<file path="config.mk">
export PLATFORM = sky130hd
export DESIGN_NAME = bin_to_bcd_digits
export DESIGN_NICKNAME = d
export VERILOG_FILES = /design/src/rtl/bin_to_bcd_digits.sv
export SDC_FILE = /design/constraint.sdc
export NUM_CORES = 1
export LEC_CHECK = 0
export BUFFER_PORTS_ARGS = -buffer_cell sky130_fd_sc_hd__buf_2
export CAP_MARGIN = 0
export CORE_MARGIN = 1
export CORE_UTILIZATION = 39
export CTS_CLUSTER_DIAMETER = 60
export DETAILED_ROUTE_END_ITERATION = 10
export PLACE_DENSITY = 0.56
export SYNTH_ARGS = -nofsm -noshare
export SYNTH_HDL_FRONTEND = slang
export SYNTH_SLANG_ARGS = --single-unit
</file>
<file path="constraint.sdc">
create_clock -name clk -period 1.75 [get_ports clk]
set_input_delay 0.2625 -clock clk [delete_from_list [all_inputs] [get_ports clk]]
set_output_delay 0.2625 -clock clk [all_outputs]
set_load 0.02 [all_outputs]
</file>
<file path="src/rtl/bin_to_bcd_digits.sv">
// Iterative double-dabble converter: unsigned binary to four BCD digits plus a
// one-hot decimal point, with out-of-range values shown as "EEEE".
module bin_to_bcd_digits #(
  parameter int W       = 14,
  parameter int MAX_VAL = 9999
) (
  input  logic         clk,
  input  logic         rst_n,
  input  logic         start,
  input  logic [W-1:0] bin_in,
  input  logic         dp_en,
  input  logic [1:0]   dp_sel,
  output logic         busy,
  output logic         done,
  output logic         ovf,
  output logic [3:0]   hex0,
  output logic [3:0]   hex1,
  output logic [3:0]   hex2,
  output logic [3:0]   hex3,
  output logic [3:0]   dp_out
);

  localparam int SRW = 16 + W;

  typedef enum logic [1:0] {IDLE, SHIFT, WB} state_t;

  state_t         state;
  logic [SRW-1:0] sr;
  logic [SRW-1:0] adj;
  logic [4:0]     cnt;
  logic           ovf_pend;
  logic           dp_en_q;
  logic [1:0]     dp_sel_q;

  // Add-3 correction on every BCD nibble, evaluated on the pre-shift value.
  always_comb begin
    adj = sr;
    for (int i = 0; i < 4; i++) begin
      if (sr[W+4*i +: 4] >= 4'd5)
        adj[W+4*i +: 4] = sr[W+4*i +: 4] + 4'd3;
    end
  end

  always_ff @(posedge clk or negedge rst_n) begin
    if (!rst_n) begin
      state    <= IDLE;
      sr       <= '0;
      cnt      <= '0;
      ovf_pend <= 1'b0;
      dp_en_q  <= 1'b0;
      dp_sel_q <= 2'd0;
      busy     <= 1'b0;
      done     <= 1'b0;
      ovf      <= 1'b0;
      hex0     <= 4'h0;
      hex1     <= 4'h0;
      hex2     <= 4'h0;
      hex3     <= 4'h0;
      dp_out   <= 4'b0000;
    end else begin
      done <= 1'b0;
      case (state)
        IDLE: begin
          if (start) begin
            sr       <= {16'b0, bin_in};
            ovf_pend <= (32'(bin_in) > MAX_VAL);
            dp_en_q  <= dp_en;
            dp_sel_q <= dp_sel;
            cnt      <= '0;
            busy     <= 1'b1;
            state    <= SHIFT;
          end
        end
        SHIFT: begin
          sr  <= {adj[SRW-2:0], 1'b0};
          cnt <= cnt + 5'd1;
          if (cnt == 5'(W - 1))
            state <= WB;
        end
        WB: begin
          // Overflowed values display the error code on every position.
          if (ovf_pend) begin
            hex0 <= 4'hE;
            hex1 <= 4'hE;
            hex2 <= 4'hE;
            hex3 <= 4'hE;
          end else begin
            hex0 <= sr[W    +: 4];
            hex1 <= sr[W+4  +: 4];
            hex2 <= sr[W+8  +: 4];
            hex3 <= sr[W+12 +: 4];
          end
          ovf    <= ovf_pend;
          dp_out <= dp_en_q ? (4'b0001 << dp_sel_q) : 4'b0000;
          done   <= 1'b1;
          busy   <= 1'b0;
          state  <= IDLE;
        end
        default: state <= IDLE;
      endcase
    end
  end

endmodule
</file>
Yosys cells after proc, flatten, opt, wreduce, memory -nomap -nowiden
Index checks and enable logic that the tools add are counted.

storage, ports and cells
  register bits = 64
  bits in latches = 0
  memory bits (writable) = 0
  bits in read-only memories = 0
  bits of input ports = 20
  output and inout port bits = 23
  word-level logic and storage cells = 56
  memories kept = 0

operators by class
  add/sub/neg operators = 5
  $mul = 0
  divide/modulo/power cells = 0
  magnitude comparators = 5
  equal/unequal tests = 5
  shifts and indexed selects = 1
  multiplexer cells = 19
  bitwise operators = 0
  reductions and logical operators = 7

operators with widths
  operator                                                                number
  30-bit one-hot mux with 2 select lines                                  1
  4-bit 2-to-1 mux                                                        8
  30-bit 2-to-1 mux                                                       1
  4-bit by 3-bit >= comparator with 1-bit output (second input constant)  4
  14-bit greater-than comparator (second input constant)                  1
  4-bit by 2-bit adder with 4-bit output (second input constant)          3
  5-bit one-hot mux with 2 select lines                                   1
  2-bit AND reduction                                                     4
  5-bit by 1-bit adder with 5-bit output (second input constant)          1
  5-bit by 4-bit == test with 1-bit output (second input constant)        1
  5-bit 2-to-1 mux                                                        1
  2-bit 2-to-1 mux                                                        2
  2-bit != test (second input constant)                                   2
  2-bit one-hot mux with 2 select lines                                   1
  2-bit nonzero test                                                      2
  1-bit by 2-bit << shifter with 4-bit output (first input constant)      1
  3-bit by 2-bit adder with 3-bit output (second input constant)          1
  3-bit 2-to-1 mux                                                        1
  2-bit by 1-bit == test with 1-bit output (second input constant)        1
  2-bit == test (second input constant)                                   1
  2-bit logical NOT                                                       1
  1-bit 2-to-1 mux                                                        2
  1-bit one-hot mux with 2 select lines                                   1

Longest topological paths before layout
Gate-level depths: netlist of run 1.

  word-level depth = 3
  gate-level depth with buffers = 5
  depth with buffers taken out = 5

Worst setup path after synthesis of run 1
Ideal clock, no wire load.

  kind = flip-flop to flip-flop
  from = register sr[22]
  to = register sr[24]
  library setup time = 116 ps
  arrival time = 1214 ps
  data required time = 1634 ps
  slack = 421 ps
  cell stages (with the launch flop) = 6
  path buffers = 0
  period minus slack after synthesis = 1329 ps
  cells stage by stage = dfrtp_1 inv_1 ha_1 nor2b_1 o21a_1 o311ai_0

between the ends
  cells in the longest elaborated chain, start to end = 3
  elaborated cells on any way between the ends = 4
  those cells by class = add/sub: 1; order compare: 1; mux: 2

RTL lines
  item                                                                                                             RTL line  RTL
  start: declaration                                                                                               28        logic [SRW-1:0] sr;
  start signal: assignment                                                                                         65        sr <= {16'b0, bin_in};
  start signal: assignment                                                                                         75        sr <= {adj[SRW-2:0], 1'b0};
  4-bit by 2-bit adder with 4-bit output / 4-bit by 3-bit >= comparator with 1-bit output (equally long branches)  40, 39
  4-bit 2-to-1 mux (*)                                                                                             39        if (sr[W+4*i +: 4] >= 4'd5)
  30-bit one-hot mux with 2 select lines (*)                                                                       62        case (state)

Every way passes the cells marked *; elsewhere a longest branch is shown, timed or not.
A chain may end at the register's enable or synchronous reset.

Worst setup path after layout of run 1
  from = register state[1]
  to = register sr[28]

between the ends
  cells in the longest elaborated chain, start to end = 3
  elaborated cells on any way between the ends = 6
  those cells by class = eq/ne: 2; mux: 1; reduce/logical: 3

RTL lines
  item                                                                                  RTL line  RTL
  start: declaration                                                                    27        state_t state;
  start signal: assignment                                                              46        state <= IDLE;
  start signal: assignment                                                              71        state <= SHIFT;
  start signal: assignment                                                              78        state <= WB;
  2-bit by 1-bit == test with 1-bit output / 2-bit logical NOT (equally long branches)  62
  2-bit nonzero test (no source line) / 2-bit != test (equally long branches)           n/a
  2-bit AND reduction (no source line)                                                  n/a

Several ways; a longest one is shown, not always the timed one.

==> flow_metrics.tcl, run 1 <==
set metrics [dict create \
    status "finished, final reports clean" \
    min_period_over_period 0.890 \
    crit_path_start "state[1]" \
    rows 32 \
    viasPerCell 5.24 \
    pin_count 43 \
    grt-ovfl-total 0 \
    seq_power_share 0.428 \
    die_area_sq_um 8330 \
    drt-initial-drc-count 131 \
    worst_clock_skew_ns 0.00976 \
    fin_crit_ns 1.56 \
    synthFlopType "dfrtp_1" \
    syn-num-nets 335 \
    drtAntennaViolNets 0 \
    cts_made_buffers 9 \
    grt_pass1_vias 2281 \
    fin_tns_setup_ns 0 \
    drc 0 \
    placed_cells 440 \
    powerDensity_nw_per_um2 1640 \
    portBuffers 42 \
    area_growth_pct 15.5 \
    p_switching_mw 2.38 \
    place.gp.congestion 0.789 \
    drive_gt1_frac 0.203 \
    p_comb_frac 0.395 \
    grt_first_pass_wirelength_microns 11000 \
    fin_total_pwr_mw 5.90 \
    finalHoldViolCount 0 \
    internal-power_mw 3.52 \
    ctsRootBufferMaster "clkbuf_8" \
    power_frac_clock 0.177 \
    critical_path_arrival_ns 1.75 \
    start_util 0.402 \
    crit_path_end_kind "register" \
    drv_slew 0 \
    antenna_found_initial 0 \
    slew_headroom 0.652 \
    fp.coreArea_sq_um 7730 \
    final_cells 456 \
    cts_buffer_depth 2 \
    grt_usage 0.168 \
    via_count 2391 \
    holdCritStartpoint "dp_sel[0]" \
    n_antenna_cell 0 \
    cts_tree "done" \
    fillers 733 \
    post-route-util 0.465 \
    synth_edf_count 0 \
    cts_resized 0 \
    path_max_fanout 15 \
    static-leakage-power_nw 1.69 \
    die_y_microns 91.3 \
    clkSinkCount 64 \
    critPathKind "register to register" \
    syn-cell-area_sq_um 3110 \
    rsz0062_at_grt "no" \
    grt_max_degree 65 \
    hp-class "input port to register" \
    routedWlPerCell_microns 14.1 \
    clkLatencyLatePin_ns 0.33 \
    ys_seq_area_frac 0.515 \
    cp-start-kind "register" \
    ys_async_sr_fraction 1.00 \
    swShare 0.403 \
    reg2reg_from "state[1]" \
    synthCells 305 \
    synth_warnings 0 \
    dpl.hpwl_microns 4320 \
    setup_viol 0 \
    first_pass_iters 4 \
    worstPathRequired_ns 1.94 \
    fin_nets 380 \
    fmax_mhz 642 \
    drv_cap 0 \
    totalWireLength_microns 6450 \
    hold_ws_ns 0.133 \
    ys_seq_elements 64 \
    peakVddDrop_uv 437 \
    netlist-cell-type-count 42 \
    syn_area_per_cell_sq_um 10.2 \
    path_clk_slew_ns 0.07 \
    max_slew.worst_pin.slew_ns 0.523 \
    die-width_microns 91.3 \
    cts_max_level 3 \
]
-- registers in the layout, indices dropped and copies added (netlist names) --
signal and count:
hex1 4, hex0 4, sr 30, state 2, ovf 1, ovf_pend 1, busy 1, dp_sel_q 2
hex2 4, done 1, hex3 4, dp_en_q 1, dp_out 4, cnt 5
-- through the flow --
stage	area, sq um	setup WS, ns
detailed placement	3430	0.170
global route	3590	0.00391
finish	3590	0.193
floorplan	3110	0.421
CTS	3590	0.167
global placement	3430	0.250
-- metal layers --
layer | vias to the layer above | GRT usage | routed length, microns | share of wire
met1 | 1139 | 0.233 | 3340 | 0.52
met5 | - | 0 | 0 | 0
met4 | 0 | 0.0635 | 59 | 0.0092
met2 | 62 | 0.254 | 2780 | 0.43
met3 | 4 | 0.0402 | 260 | 0.040
li1 | 1186 | - | - | -
-- cell type report --
type / count / area, sq um / area share
multi-input cells: 203 / 1330 / 0.371
flip-flops and latches: 64 / 1600 / 0.446
inverters: 20 / 75.1 / 0.0209
repair buffers: 52 / 300 / 0.0837
well taps: 102 / 128 / 0.0356
clock buffers: 11 / 131 / 0.0366
clock inverters: 4 / 22.5 / 0.00627
-- synth_stat cells, types with 3 or more instances --
cell type	number	share of area
nor2_1	15	0.018
clkbuf_1	5	0.0060
o221ai_1	4	0.011
o31ai_1	10	0.024
nor2b_1	14	0.028
buf_4	4	0.0097
o2111ai_1	8	0.023
inv_1	20	0.024
a22o_1	3	0.0085
xnor2_1	3	0.0085
a22oi_1	13	0.031
o32ai_1	3	0.0085
a32o_1	4	0.013
o311ai_0	4	0.011
o21ai_0	32	0.052
nand2_1	34	0.041
dfrtp_1	64	0.52
a21oi_1	13	0.021
ha_1	10	0.040
buf_2	8	0.013
and2b_1	3	0.0072
o21a_1	4	0.0097
o21ai_1	3	0.0048
-- power groups by stage --
stage                     clock, mW  combinational [mW]  sequential [mW]
after floorplan                   0                1.69             2.54
after global placement            0                2.30             2.53
after detailed placement          0                2.35             2.55
after CTS                      1.09                2.36             2.53
after global routing           1.14                2.63             2.61
final                          1.04                2.33             2.53
-- repair_timing --
item / CTS / global route
buffers inserted: 0 / 0
hold buffers: 1 / 0
hold endpoints to repair: 64 / 0
-- final timing paths --
check                              endpoint  slack (ns)  cells past startpoint
max in group asynchronous            sr[22]        0.99                      3
worst max-delay path                 sr[28]        0.19                      2
worst min-delay path            dp_sel_q[0]        0.13                      3
worst min register to register      hex1[3]        0.47                      2
min in group asynchronous             sr[1]        0.46                      3
worst max register to register       sr[28]        0.19                      2
-- worst max-delay path, stage by stage (launching register included) --
cell	delay (ns)
dfrtp_1	0.54
nand2b_2	0.43
o311ai_0	0.45
-- cell families (layout without fill, tap and decap cells) --
| kind of cell | Yosys count | count (layout) | share of synthesized area |
|---|---|---|---|
| AOI/OAI and AO/OA | 107 | 107 | 0.235 |
| xor gates and xnor gates | 4 | 4 | 0.0113 |
| adders and majority gates | 10 | 10 | 0.0403 |
| buffers and inverters | 38 | 87 | 0.0564 |
| DFF | 64 | 64 | 0.515 |
| muxes | 3 | 3 | 0.0129 |
| and+or+nand+nor | 79 | 79 | 0.129 |
-- cell usage in the layout, fill, tap and decap left out, types with 4 or more instances in the layout --
| master | count |
|---|---|
| nand2_1 | 34 |
| o221ai_1 | 4 |
| buf_4 | 8 |
| o31ai_1 | 10 |
| o2111ai_1 | 8 |
| o21ai_0 | 32 |
| a32o_1 | 4 |
| inv_1 | 20 |
| buf_2 | 42 |
| nor2b_1 | 14 |
| a21oi_1 | 13 |
| dfrtp_1 | 64 |
| clkbuf_8 | 9 |
| nor2_1 | 15 |
| o21a_1 | 4 |
| o311ai_0 | 4 |
| a22oi_1 | 13 |
| ha_1 | 10 |
(Power assumes the default switching activity.)
==> run 2: changes to the inputs <==
Settings changed: CELL_PAD_IN_SITES_DETAIL_PLACEMENT from default to 0, CELL_PAD_IN_SITES_GLOBAL_PLACEMENT from default to 1, GPL_TIMING_DRIVEN from default to 0, PLACE_DENSITY 0.56 to 0.69.
==> flow_metrics.tcl, run 2 (synthesis gave the netlist of run 1 again) <==
set metrics [dict create \
    status "finished, final reports clean" \
    die_area_sq_um 8330 \
    grt_max_degree 65 \
    fin_tns_setup_ns 0 \
    clkSinkCount 64 \
    setup_viol 0 \
    dpl.hpwl_microns 4820 \
    via_count 2435 \
    static-leakage-power_nw 1.70 \
    mostFrequentLayoutCell "dfrtp_1" \
    fin_crit_ns 1.52 \
    drt-initial-drc-count 129 \
    cts_resized 0 \
    first_pass_iters 4 \
    grt_usage 0.185 \
    path_clk_slew_ns 0.08 \
    fin_nets 388 \
    cts_made_buffers 9 \
    drv_slew 0 \
    max_slew.worst_pin.slew_ns 0.807 \
    totalWireLength_microns 6970 \
    viasPerCell 5.24 \
    fp.coreArea_sq_um 7730 \
    cts_buffer_depth 2 \
    clkLatencyLatePin_ns 0.34 \
    fmax_mhz 659 \
    critPathSlowestCell "dfrtp_1" \
    cp-start-kind "register" \
    powerDensity_nw_per_um2 1670 \
    cts_tree "done" \
    cts_max_level 3 \
    rows 32 \
    critPathKind "register to register" \
    rsz0062_at_grt "no" \
    cp_cell_sequence "inv_1 > ha_1 > nor2b_1 > o21a_1 > o311ai_0" \
    critical_path_arrival_ns 1.74 \
    path_max_fanout 4 \
    place_area_sq_um 3450 \
    largest_register "sr" \
    crit_path_end_kind "register" \
    worstPathRequired_ns 1.97 \
    hold_buffers 0 \
    start_util 0.402 \
    final_cell_mix "dfrtp_1 (64), buf_2 (49), nand2_1 (34), o21ai_0 (32), inv_1 (20)" \
    die_y_microns 91.3 \
    drv_cap 0 \
    ctsRootBufferMaster "clkbuf_8" \
    wl_met2_microns 3100 \
    pin_count 43 \
    critPathMaxStageDelay_ns 0.41 \
    top_regs "sr x30, cnt x5" \
    drt-met1-wl_microns 3490 \
    drc 0 \
    area_growth_pct 16.5 \
    grt-ovfl-total 0 \
    min_period_over_period 0.867 \
    peakVddDrop_uv 601 \
    n_antenna_cell 0 \
    top_layer "met4" \
    worst_clock_skew_ns 0.0110 \
    fin_area_sq_um 3620 \
    drive_gt1_frac 0.215 \
    routedWlPerCell_microns 15.0 \
    grt_pass1_vias 2424 \
    post-cts-setup-buffers 0 \
    hp-class "input port to async pin" \
    antenna_found_initial 0 \
    finalHoldViolCount 0 \
    grt_first_pass_wirelength_microns 12000 \
    die-width_microns 91.3 \
    portBuffers 42 \
    place.gp.congestion 0.784 \
    wl_met3_microns 291 \
    slew_headroom 0.462 \
    drtAntennaViolNets 0 \
    post-route-util 0.469 \
    largest_register_ffs 30 \
]
run 2: critical path: cells and delay by family, from the launching register on:
kind | cells | cell delay (ns)
buffers and inverters | 1 | 0.11
and+or+nand+nor | 1 | 0.17
DFF | 1 | 0.41
adders and majority gates | 1 | 0.24
AOI/OAI and AO/OA | 2 | 0.48
run 2: final timing paths:
check / from / endpoint / slack [ns] / depth (start not counted)
setup / recovery: sr[18] / sr[20] / 0.23 / 5
hold / removal: rst_n / dp_out[1] / 0.004 / 1
setup reg to reg: sr[18] / sr[20] / 0.23 / 5
hold reg to reg: cnt[4] / cnt[4] / 0.47 / 1
max in group asynchronous: rst_n / sr[22] / 1.21 / 1
min in group clk: dp_sel[0] / dp_sel_q[0] / 0.12 / 3
run 2: power by group:
part           total (mW)  internal [mW]  switching, mW
registers            2.44           2.02          0.419
clock network        1.14          0.548          0.590
logic                2.49           1.03           1.46
run 2: final cells by class:
class,count,area [sq um]
fill,731,4110
timing repair buffer,42,213
clock buffer,11,141
sequential,64,1600
clock inverter,5,32.5
inverter,20,75.1
multi-input combinational,203,1330
buffer,18,100
tap,102,128
run 2: stage by stage:
stage	power [mW]	std cells	hold slack, ns	setup WS, ns
6_report	6.07	465	0.00427	0.232
5_1_grt	6.60	465	0.0753	0.0543
4_1_cts	6.12	465	0.0416	0.202
3_5_place_dp	4.97	449	0.417	0.164
3_3_place_gp	4.93	449	0.456	0.107
2_1_floorplan	4.23	305	-0.0331	0.421
run 2: routing by layer:
layer | global-route usage | up-vias
met4 | 0.0661 | 0
met5 | 0 | -
met1 | 0.255 | 1171
met2 | 0.284 | 54
met3 | 0.0461 | 8
li1 | - | 1202
==> run 3: changes to the inputs <==
Settings changed: ABC_CLOCK_PERIOD_IN_PS from default to 1750, CORE_MARGIN 1 to 10.
==> flow_metrics.tcl, run 3 (synthesis gave the netlist of run 1 again) <==
set metrics [dict create \
    grt_first_pass_wirelength_microns 12200 \
    drv_cap 0 \
    fin_nets 388 \
    max_slew.worst_pin.slew_ns 0.829 \
    rows 32 \
    placed_cells 449 \
    critPathMaxStageDelay_ns 0.41 \
    place.gp.congestion 0.775 \
    finalHoldViolCount 0 \
    drv_slew 0 \
    cp-start-kind "register" \
    slew_headroom 0.447 \
    pin_count 43 \
    antenna_found_initial 0 \
    min_period_over_period 0.865 \
    place_area_sq_um 3450 \
    first_pass_iters 4 \
    largest_register "sr" \
    drive_gt1_frac 0.215 \
    fp.coreArea_sq_um 7730 \
    critPathKind "register to register" \
    cp_cell_sequence "inv_1 > ha_1 > nor2b_1 > o21a_1 > o221ai_1" \
    critical_path_arrival_ns 1.71 \
    final_cells 465 \
    cts_max_level 3 \
    drtAntennaViolNets 0 \
    static-leakage-power_nw 1.71 \
    ctsRootBufferMaster "clkbuf_8" \
    routedWlPerCell_microns 16.0 \
    path_max_fanout 4 \
    die-width_microns 109 \
    mostFrequentLayoutCell "dfrtp_1" \
    start_util 0.402 \
    cts_tree "done" \
    crit_path_end_kind "register" \
    grt_usage 0.128 \
    top_regs "sr x30, cnt x5" \
    grt_pass1_vias 2433 \
    fin_area_sq_um 3640 \
    fin_tns_setup_ns 0 \
    hp-class "input port to async pin" \
    drc 0 \
    fmax_mhz 660 \
    clkLatencyLatePin_ns 0.34 \
    dpl.hpwl_microns 5100 \
    grt-ovfl-total 0 \
    multiInputGateArea_sq_um 1330 \
    die_area_sq_um 11900 \
    status "finished, final reports clean" \
    rsz0062_at_grt "no" \
    setup_viol 0 \
    grt_max_degree 65 \
    timing.final.ws_setup_ns 0.236 \
    worstPathRequired_ns 1.94 \
    drt-initial-drc-count 152 \
    worst_clock_skew_ns 0.00974 \
    path_clk_slew_ns 0.07 \
    critPathSlowestCell "dfrtp_1" \
    post-cts-setup-buffers 0 \
    cts_buffer_depth 2 \
    area_growth_pct 17.0 \
    fin_crit_ns 1.51 \
    totalWireLength_microns 7420 \
    clkSinkCount 64 \
    peakVddDrop_uv 618 \
    fillers 755 \
    die_y_microns 109 \
    viasPerCell 5.20 \
    ff_latch_area_sq_um 1600 \
    via_count 2419 \
    dpl_worst_slack_ns 0.213 \
    cts_made_buffers 9 \
    powerDensity_nw_per_um2 1700 \
    portBuffers 42 \
    largest_register_ffs 30 \
    n_antenna_cell 0 \
    final_cell_mix "dfrtp_1 (64), buf_2 (49), nand2_1 (34), o21ai_0 (32), inv_1 (20)" \
]
run 3: cell types whose count changed in the layout (fill, tap and decap cells not counted), sizes merged:
cell / previous run / this run
clkbuf: 16 / 15
clkinvlp: 3 / 2
clkinv: 2 / 3
bufinv: 0 / 1
run 3: worst paths after layout:
kind	startpoint	to	slack, ns	cells after the start
max	sr[18]	sr[19]	0.24	5
min	rst_n	sr[24]	0.02	1
max reg2reg	sr[18]	sr[19]	0.24	5
min reg2reg	cnt[4]	cnt[4]	0.47	1
max in group asynchronous	rst_n	ovf_pend	1.19	1
min in group clk	dp_sel[0]	dp_sel_q[0]	0.12	3
run 3: final cells by class:
| type | count | area share |
|---|---|---|
| repair buffers | 42 | 0.0585 |
| flip-flops and latches | 64 | 0.440 |
| clock buffers | 10 | 0.0351 |
| plain buffers | 18 | 0.0275 |
| well taps | 102 | 0.0351 |
| multi-input cells | 203 | 0.366 |
| clock inverters | 6 | 0.0165 |
| inverters | 20 | 0.0206 |
run 3: metal layers:
| layer | up-vias | part of all wire | GRT usage |
|---|---|---|---|
| met5 | - | 0 | 0 |
| met4 | 0 | 0.0097 | 0.0502 |
| met3 | 8 | 0.050 | 0.0301 |
| met2 | 44 | 0.45 | 0.190 |
| met1 | 1168 | 0.49 | 0.176 |
| li1 | 1199 | - | - |
run 3: worst max-delay path, delay by kind of cell, from the launching register on:
| family | cells | cell delay, ns |
|---|---|---|
| compound gates | 2 | 0.36 |
| fa+ha+maj | 1 | 0.20 |
| flops | 1 | 0.41 |
| buf+inv | 1 | 0.13 |
| simple gates | 1 | 0.26 |
run 3: power by group:
group	total [mW]	internal, mW	switching (mW)
Sequential	2.43	2.02	0.412
Clock	1.24	0.650	0.587
Combinational	2.52	1.03	1.48
Total	6.19	3.71	2.48
run 3: through the flow:
stage / hold WS [ns] / utilization / power [mW]
6_report: 0.0237 / 0.471 / 6.19
5_1_grt: 0.0877 / 0.471 / 6.72
4_1_cts: 0.0544 / 0.471 / 6.24
3_5_place_dp: 0.429 / 0.446 / 4.98
3_3_place_gp: 0.457 / 0.446 / 4.94
2_1_floorplan: -0.0331 / - / 4.23
run 3: what timing repair did:
action	in CTS	in global routing
hold buffers	0	0
gates resized for setup	0	1
endpoints found under the setup margin	0	1
